==> config.mk <==
export PLATFORM = sky130hd
export DESIGN_NAME = cla_seq_adder
export DESIGN_NICKNAME = d
export VERILOG_FILES = /design/src/rtl/cla_seq_adder.sv
export SDC_FILE = /design/constraint.sdc
export NUM_CORES = 1
export LEC_CHECK = 0
export CAP_MARGIN = 25
export CORE_ASPECT_RATIO = 1.25
export CORE_MARGIN = 8
export CORE_UTILIZATION = 35
export CTS_CLUSTER_SIZE = 28
export DETAILED_ROUTE_END_ITERATION = 10
export MAX_ROUTING_LAYER = met4
export PLACE_DENSITY = 0.58
export SLEW_MARGIN = 10
export SYNTH_ARGS = -nofsm -noshare
export SYNTH_HDL_FRONTEND = slang
export SYNTH_SLANG_ARGS = --single-unit
export TNS_END_PERCENT = 10
==> constraint.sdc <==
create_clock -name clk -period 3 [get_ports clk]
set_input_delay 0.3 -clock clk [delete_from_list [all_inputs] [get_ports clk]]
set_output_delay 0.3 -clock clk [all_outputs]
set_load 0.01 [all_outputs]
==> src/rtl/cla_seq_adder.sv <==
// cla_seq_adder: multi-cycle adder/subtractor stepping one 4-bit CLA slice per nibble
module cla_seq_adder #(
  parameter int WIDTH = 16
) (
  input  logic             clk,
  input  logic             rst,
  input  logic             start,
  input  logic             sub,
  input  logic [WIDTH-1:0] a,
  input  logic [WIDTH-1:0] b,
  output logic             busy,
  output logic             done,
  output logic [WIDTH-1:0] sum,
  output logic             cout,
  output logic             ovf
);
  localparam int N  = WIDTH / 4;
  localparam int IW = $clog2(N);
  typedef enum logic [1:0] {IDLE, RUN, DONE} state_t;
  state_t           state_q, state_d;
  logic [IW-1:0]    idx_q, idx_d;
  logic             carry_q, carry_d;
  logic [WIDTH-1:0] opa_q, opa_d, opb_q, opb_d, sum_q, sum_d;
  logic             cout_q, cout_d, ovf_q, ovf_d;
  logic [3:0]       na, nb, p, g, s;
  logic [4:0]       c;
  logic             last;
  // 4-bit carry-lookahead slice on the current nibble of the latched operands
  always_comb begin
    na   = opa_q[{idx_q, 2'b00} +: 4];
    nb   = opb_q[{idx_q, 2'b00} +: 4];
    p    = na ^ nb;
    g    = na & nb;
    c[0] = carry_q;
    c[1] = g[0] | (p[0] & c[0]);
    c[2] = g[1] | (p[1] & g[0]) | (p[1] & p[0] & c[0]);
    c[3] = g[2] | (p[2] & g[1]) | (p[2] & p[1] & g[0]) | (p[2] & p[1] & p[0] & c[0]);
    c[4] = g[3] | (p[3] & g[2]) | (p[3] & p[2] & g[1]) | (p[3] & p[2] & p[1] & g[0])
         | (p[3] & p[2] & p[1] & p[0] & c[0]);
    s    = p ^ c[3:0];
  end
  // sequencing: accept operands, one slice step per RUN cycle, single DONE cycle
  always_comb begin
    state_d = state_q;
    idx_d   = idx_q;
    carry_d = carry_q;
    opa_d   = opa_q;
    opb_d   = opb_q;
    sum_d   = sum_q;
    cout_d  = cout_q;
    ovf_d   = ovf_q;
    last    = idx_q == IW'(N - 1);
    if (state_q == IDLE) begin
      if (start) begin
        state_d = RUN;
        opa_d   = a;
        opb_d   = sub ? ~b : b;
        carry_d = sub;
        idx_d   = '0;
        sum_d   = '0;
        cout_d  = 1'b0;
        ovf_d   = 1'b0;
      end
    end else if (state_q == RUN) begin
      sum_d[{idx_q, 2'b00} +: 4] = s;
      carry_d = c[4];
      idx_d   = idx_q + 1'b1;
      if (last) begin
        state_d = DONE;
        cout_d  = c[4];
        ovf_d   = c[3] ^ c[4];
      end
    end else begin
      state_d = IDLE;
    end
  end
  // state register with asynchronous clear
  always_ff @(posedge clk or posedge rst) begin
    if (rst) begin
      state_q <= IDLE;
      idx_q   <= '0;
      carry_q <= 1'b0;
      opa_q   <= '0;
      opb_q   <= '0;
      sum_q   <= '0;
      cout_q  <= 1'b0;
      ovf_q   <= 1'b0;
    end else begin
      state_q <= state_d;
      idx_q   <= idx_d;
      carry_q <= carry_d;
      opa_q   <= opa_d;
      opb_q   <= opb_d;
      sum_q   <= sum_d;
      cout_q  <= cout_d;
      ovf_q   <= ovf_d;
    end
  end
  assign busy = state_q == RUN;
  assign done = state_q == DONE;
  assign sum  = sum_q;
  assign cout = cout_q;
  assign ovf  = ovf_q;
endmodule

==> results.yml, run 1 <==
detailed_routing:
  ant_nets: 0
  drt_iter0_drc: 57
  dr.pass1.iters: 4
  routed_wl_mm: 5.53
  drc_errors: 0
  avgViaCountPerCell: 4.89
  vias: 1776
  wl_per_cell_um: 15.2
synth:
  ys_ff_latch: 55
  avgSynthCellArea_um2: 13.1
  ys_seq_area_share_pct: 49.7
  synth_fp_nets: 258
  synth_top_area_share_pct: 49.7
  syn_area_mm2: 0.00277
  synthCells: 212
  synth_area_leader_cell: "dfrtp_1"
  ys_warn_count: 0
  synth.area.top_cells: "dfrtp_1 (50%), mux4_1 (7.6%), mux2_2 (6.1%)"
  synth_cell_types: 34
global_routing:
  antenna_found_initial: 0
  grt_max_degree: 33
  grt_pass1_vias: 1916
  grt.overflow.total: 0
  grtUsageTotal_pct: 11.0
  grt_pass1_wl_mm: 9.29
floorplan:
  ios: 56
  die_h_um: 115
  fp.dieArea_mm2: 0.0110
  core_mm2: 0.00775
  initial_core_util_pct: 35.8
  die_w_um: 95.6
  rows: 36
worst_setup_path:
  critical_path.max_fanout: 8
  crit_arrival_ps: 2880
  r2r_cells: 6
  crit_type: "reg2reg"
  cp-start-kind: "flop"
  critPathRequiredTime_ps: 3250
  critical_path.max_stage_delay_ps: 680
  r2r-end: "sum[11]$_DFFE_PP0P_"
  r2r_start: "idx_q[0]$_DFFE_PP0P_"
  crit_path_end_kind: "flop"
  path_delay_family: "multiplexers"
  worst-path-buf-inv: 0
  cp_slowest_cell: "mux4_1"
  crit_chain: "mux4_1, ha_1, a211oi_1, o21bai_2, xor2_1, a22o_1"
  r2r_setup_slack_ps: 370
timing:
  setup_ws_ps: 370
  rsz0062_at_grt: "false"
  min_period_ps: 2630
  setup_viol: 0
  slew_headroom_pct: 39.2
  whs_ps: 366
  worstMarginPinSlew_ps: 909
  finalHoldViolations: 0
  fin_crit_sh_pct: 87.7
  setup_tns_ps: 0
  clock.fmax_ghz: 0.380
  skew_ps: 11.0
  report.final.slew_viol_count: 0
finish:
  areaGrowthSynthToFinish_pct: 25.2
  drive_above_1_share_pct: 14.2
  final_nets: 313
  diodes: 0
  fillers: 748
  multi_input_area_mm2: 0.00129
  regArea_mm2: 0.00138
  final_cells: 363
  design_area_mm2: 0.00347
  utilization_pct: 44.8
power:
  p_per_area_mw_per_mm2: 1080
  power_mw: 3.74
  leakagePower_nw: 1.45
  ir_drop_mv: 0.644
clock_network:
  clockRootBuffer: "clkbuf_8"
  hold_buffers: 0
  clk_pin_slew_ps: 100
  cts_tree: "built"
  cts_max_level: 2
  clk_latency_ps: 300
  cts_buffer_depth: 2
  post_cts_buffers: 0
  cts_sinks: 55
  numCtsBuffers: 5
  ctsResizeCount: 0
placed_design:
  gp_congestion: 0.777
  placedInstanceArea_mm2: 0.00339
  place_ws_ps: 371
  place_inst: 355
  port_buffers: 55
  dpl.hpwl_mm: 4.27
run_status:
  outcome: "completed"
hold_path:
  hp-class: "in2async"
job:
  drv_cap: 0
-- routing by layer --
| layer | GRT usage, % | up-vias | wire, µm |
|---|---|---|---|
| met5 | - | - | 0 |
| met4 | 4.93 | 0 | 73 |
| met3 | 1.56 | 4 | 252 |
| met2 | 18.1 | 41 | 2840 |
| met1 | 13.0 | 863 | 2360 |
| li1 | - | 868 | - |
-- registers in the layout, indices dropped and copies added (netlist names) --
| register | cells |
|---|---|
| carry_q | 1 |
| opa_q | 16 |
| cout | 1 |
| state_q | 2 |
| ovf | 1 |
| sum | 16 |
| idx_q | 2 |
| opb_q | 16 |
-- report_power, final --
group          switching, mW  internal, mW  leakage (nW)
clock                  0.228         0.165        0.0422
sequential             0.234          1.06         0.672
combinational           1.07         0.987         0.735
-- layout make-up --
class                   instances  share of cell area, %
inverters                       6                  0.650
clock buffers                   7                   2.20
repair buffers                 59                   16.7
clock inverters                 1                  0.144
multi-input cells             140                   37.1
well taps                      95                   3.43
flip-flops and latches         55                   39.7
-- cell families (layout without fill, tap and decap cells) --
group           after synthesis  after routing  share of synthesized area, %
mux                          25             25                          14.5
fa+ha+maj                    10             10                          4.79
xor+xnor                     19             19                          6.01
compound gates               50             50                          12.3
simple gates                 36             36                          8.94
flops                        55             55                          49.7
buf+inv                      17             73                          3.84
-- cells in the mapped netlist, drive strengths merged --
library cell  number
a21o               5
mux4               8
o21bai             2
mux2              16
nand2b             4
a21oi             19
nor4b              1
xnor2             18
nor3               1
a211oi             1
clkbuf             1
ha                 9
fa                 1
a22oi              1
dfrtp             55
inv                6
mux2i              1
o21ai              5
nor4               2
nor2b              1
a22o              17
buf               10
nand2              9
nor2              18
xor2               1
-- how the worst max path moves through the flow --
stage          slack (ps)                  end            startpoint  cells after the start
3_3_place_gp          380  sum[11]$_DFFE_PP0P_  idx_q[0]$_DFFE_PP0P_                      6
4_1_cts               330  sum[11]$_DFFE_PP0P_  idx_q[0]$_DFFE_PP0P_                      6
5_1_grt               190  sum[11]$_DFFE_PP0P_  idx_q[0]$_DFFE_PP0P_                      6
6_report              370  sum[11]$_DFFE_PP0P_  idx_q[0]$_DFFE_PP0P_                      6
2_1_floorplan         420  sum[11]$_DFFE_PP0P_  idx_q[0]$_DFFE_PP0P_                      7
3_5_place_dp          370  sum[11]$_DFFE_PP0P_  idx_q[0]$_DFFE_PP0P_                      6
-- layout by cell type (no fill, tap or decap), types with 2 or more instances in the layout --
cell type and count:
clkbuf_8 5, a22o_1 17, nor2_1 17, nor4_4 2, a21o_1 5, mux4_1 8, inv_2 3, nand2_1 7
clkbuf_1 2, o21ai_0 5, nand2b_4 2, ha_1 9, inv_1 3, dfrtp_1 55, buf_4 4, clkdlybuf4s50_1 55
nand2b_1 2, a21oi_1 19, mux2_2 15, xnor2_1 18
(Power assumes the default switching activity.)
==> run 2: changes to the inputs <==
- CORE_UTILIZATION: 35 -> 40
- PLACE_DENSITY: 0.58 -> 0.65
- SLEW_MARGIN: 10 -> unset
==> results.yml, run 2 (same netlist as run 1, synthesis figures left out) <==
run_status:
  outcome: "completed"
timing:
  worstMarginPinSlew_ps: 903
  finalHoldViolations: 0
  report.final.slew_viol_count: 0
  rsz0062_at_grt: "false"
  setup_viol: 0
  slew_headroom_pct: 39.6
  skew_ps: 9.52
  clock.fmax_ghz: 0.380
  fin_crit_sh_pct: 87.7
  min_period_ps: 2630
  setup_tns_ps: 0
  setup_ws_ps: 369
detailed_routing:
  drt_iter0_drc: 40
  vias: 1794
  wl_per_cell_um: 15.6
  routed_wl_mm: 5.57
  ant_nets: 0
  avgViaCountPerCell: 5.01
  drc_errors: 0
  dr.pass1.iters: 4
global_routing:
  grt_pass1_wl_mm: 9.67
  grtUsageTotal_pct: 12.4
  grt_pass1_vias: 2003
  grt.overflow.total: 0
  antenna_found_initial: 0
  grt_max_degree: 56
power:
  leakagePower_nw: 1.46
  p_per_area_mw_per_mm2: 1080
  ir_drop_mv: 0.530
worst_setup_path:
  r2r_setup_slack_ps: 370
  cp-start-kind: "flop"
  cp_slowest_cell: "mux4_1"
  crit_chain: "mux4_1, ha_1, a211oi_1, o21bai_2, xor2_1, a22o_1"
  critical_path.max_fanout: 9
  crit_type: "reg2reg"
  critPathRequiredTime_ps: 3250
  crit_path_end_kind: "flop"
  critical_path.max_stage_delay_ps: 700
  path_delay_family: "multiplexers"
  crit_arrival_ps: 2880
  worst-path-buf-inv: 0
floorplan:
  initial_core_util_pct: 40.4
  core_mm2: 0.00685
  rows: 34
  ios: 56
  die_h_um: 109
  fp.dieArea_mm2: 0.00986
  die_w_um: 90.4
clock_network:
  clk_latency_ps: 310
  cts_sinks: 55
  cts_buffer_depth: 2
  numCtsBuffers: 5
  clk_pin_slew_ps: 110
  clockRootBuffer: "clkbuf_8"
  hold_buffers: 0
  cts_tree: "built"
  post_cts_buffers: 0
  ctsResizeCount: 0
  cts_max_level: 2
placed_design:
  gp_congestion: 0.835
  port_buffers: 55
  dpl.hpwl_mm: 4.25
  place_ws_ps: 395
job:
  drv_cap: 0
finish:
  diodes: 0
  drive_above_1_share_pct: 14.9
  areaGrowthSynthToFinish_pct: 25.2
  final_nets: 313
  mostFrequentLayoutCells: "dfrtp_1 (55), clkdlybuf4s50_1 (55), a21oi_1 (19), xnor2_1 (18)"
hold_path:
  hp-class: "in2async"
## run 2: where the power goes
group / switching, mW / total, mW / leakage, nW / internal (mW)
clock network: 0.247 / 0.412 / 0.0483 / 0.165
logic: 1.03 / 2.02 / 0.735 / 0.993
registers: 0.246 / 1.30 / 0.672 / 1.06
## run 2: cell type report
type	instances	area, µm²
Clock buffer	5	68.8
Clock inverter	3	18.8
Fill cell	624	3380
Inverter	6	22.5
Multi-Input combinational cell	140	1290
Sequential cell	55	1380
Tap cell	90	113
Timing Repair Buffer	59	581
## run 2: path summary, 6_finish.rpt
kind,startpoint,end,depth (start not counted)
max,idx_q[0]$_DFFE_PP0P_,sum[11]$_DFFE_PP0P_,6
min,rst,opa_q[14]$_DFFE_PP0P_,3
max reg2reg,idx_q[0]$_DFFE_PP0P_,sum[11]$_DFFE_PP0P_,6
min reg2reg,cout$_DFFE_PP0P_,cout$_DFFE_PP0P_,2
max in group asynchronous,rst,opb_q[8]$_DFFE_PP0P_,3
min in group clk,cout$_DFFE_PP0P_,cout$_DFFE_PP0P_,2
## run 2: per-layer routing
layer	track usage, %	wire length (µm)	part of all wire [%]
met5	-	0	0
met4	3.93	63	1.1
met3	2.48	215	3.9
met2	21.8	2890	52
met1	14.0	2400	43
## run 2: worst reg2reg max path, stage by stage, from the launching register on
cell and delay [ps]:
dfrtp_1 620, mux4_1 700, ha_1 350, a211oi_1 290
o21bai_2 140, xor2_1 280, a22o_1 200
## run 2: metrics by stage
step	hold slack, ps	util, %	power [mW]	area [µm²]	cells
detailed placement	475	49.3	3.35	3380	350
global route	527	50.6	4.04	3470	358
finish	493	50.6	3.73	3470	358
CTS	503	50.6	3.77	3470	358
global placement	465	49.3	3.31	3380	350
floorplan	435	-	2.79	2770	212
==> run 3: changes to the inputs <==
- CORE_ASPECT_RATIO: 1.25 -> 1.75
- MAX_ROUTING_LAYER: met4 -> unset
==> results.yml, run 3 (same netlist as run 1, synthesis figures left out) <==
run_status:
  outcome: "completed"
job:
  drv_cap: 0
timing:
  finalHoldViolations: 0
  rsz0062_at_grt: "false"
  clock.fmax_ghz: 0.376
  fin_crit_sh_pct: 88.7
  worstMarginPinSlew_ps: 904
  setup_tns_ps: 0
  skew_ps: 3.29
  slew_headroom_pct: 39.6
  report.final.slew_viol_count: 0
  min_period_ps: 2660
  setup_viol: 0
  whs_ps: 483
global_routing:
  antenna_found_initial: 0
  grtUsageTotal_pct: 11.9
  grt.overflow.total: 0
  grt_max_degree: 56
  grt_pass1_wl_mm: 9.29
  grt_pass1_vias: 1909
placed_design:
  dpl.hpwl_mm: 4.52
  gp_congestion: 0.777
  port_buffers: 55
detailed_routing:
  routed_wl_mm: 5.72
  ant_nets: 0
  dr.pass1.iters: 4
  vias: 1801
  routed-wl-met3_um: 213
  drc_errors: 0
  met2_length_mm: 3.27
  drt_iter0_drc: 86
  drt-met1-wl_mm: 2.12
  top_layer: "met4"
  wl_per_cell_um: 16.3
  avgViaCountPerCell: 5.15
worst_setup_path:
  crit_path_end_kind: "flop"
  crit_arrival_ps: 2890
  crit_type: "reg2reg"
  cp-start-kind: "flop"
  critical_path.max_fanout: 9
  critical_path.max_stage_delay_ps: 690
  crit_chain: "mux4_1, ha_1, a211oi_1, o21bai_2, xor2_1, a22o_1"
  worst-path-buf-inv: 0
  critPathRequiredTime_ps: 3220
  cp_slowest_cell: "mux4_1"
  path_delay_family: "multiplexers"
clock_network:
  clk_pin_slew_ps: 60
  ctsResizeCount: 0
  cts_buffer_depth: 2
  cts_max_level: 2
  cts_tree: "built"
  clk_latency_ps: 280
  hold_buffers: 0
  post_cts_buffers: 0
  clockRootBuffer: "clkbuf_16"
  cts_sinks: 55
  numCtsBuffers: 5
finish:
  drive_above_1_share_pct: 13.9
  fillers: 650
  mostFrequentLayoutCells: "dfrtp_1 (55), clkdlybuf4s50_1 (55), a21oi_1 (19), xnor2_1 (18)"
  final_nets: 313
  diodes: 0
  areaGrowthSynthToFinish_pct: 26.4
power:
  leakagePower_nw: 1.47
  p_per_area_mw_per_mm2: 1110
  ir_drop_mv: 0.473
hold_path:
  hp-class: "reg2reg"
floorplan:
  ios: 56
  fp.dieArea_mm2: 0.00995
  die_h_um: 126
  core_mm2: 0.00681
  initial_core_util_pct: 40.7
  rows: 40
  die_w_um: 78.9
==> run 3: final cells by class <==
cell class	count	area [µm²]	area share (%)
timing repair buffer	59	581	16.6
clock buffer	6	129	3.68
inverter	6	22.5	0.643
multi-input combinational	140	1290	36.8
sequential	55	1380	39.3
tap	84	105	3.00
==> run 3: power by group <==
group / switching, mW / internal (mW)
Combinational: 1.04 / 0.995
Clock: 0.234 / 0.301
Sequential: 0.246 / 1.06
==> run 3: final timing paths <==
check                                          start                endpoint  slack (ps)  cells past startpoint
worst max-delay path            idx_q[0]$_DFFE_PP0P_     sum[11]$_DFFE_PP0P_         340                      6
worst min-delay path                 ovf$_DFFE_PP0P_         ovf$_DFFE_PP0P_         480                      2
worst max register to register  idx_q[0]$_DFFE_PP0P_     sum[11]$_DFFE_PP0P_         340                      6
worst min register to register       ovf$_DFFE_PP0P_         ovf$_DFFE_PP0P_         480                      2
max in group asynchronous                        rst   opa_q[13]$_DFFE_PP0P_        2020                      3
min in group asynchronous                        rst  state_q[0]$_DFFE_PP0P_         520                      3
==> run 3: through the flow <==
stage          instance area [µm²]  power, mW  util (%)  setup slack, ps  cells
5_1_grt                       3500       4.17      51.4              148    350
2_1_floorplan                 2770       2.79         -              418    212
3_5_place_dp                  3370       3.39      49.5              347    344
4_1_cts                       3500       3.93      51.4              332    350
3_3_place_gp                  3370       3.33      49.5              453    344
6_report                      3500       3.87      51.4              338    350
==> run 3: worst reg2reg max path, cell delays in order (launching register included) <==
cell and delay (ps):
dfrtp_1 610, mux4_1 690, ha_1 350, a211oi_1 320
o21bai_2 150, xor2_1 280, a22o_1 200
==> run 3: per-layer routing <==
metal	track usage, %	vias to the layer above
li1	-	868
met1	12.0	886
met2	22.4	39
met3	2.07	8
met4	5.38	0
met5	0	-
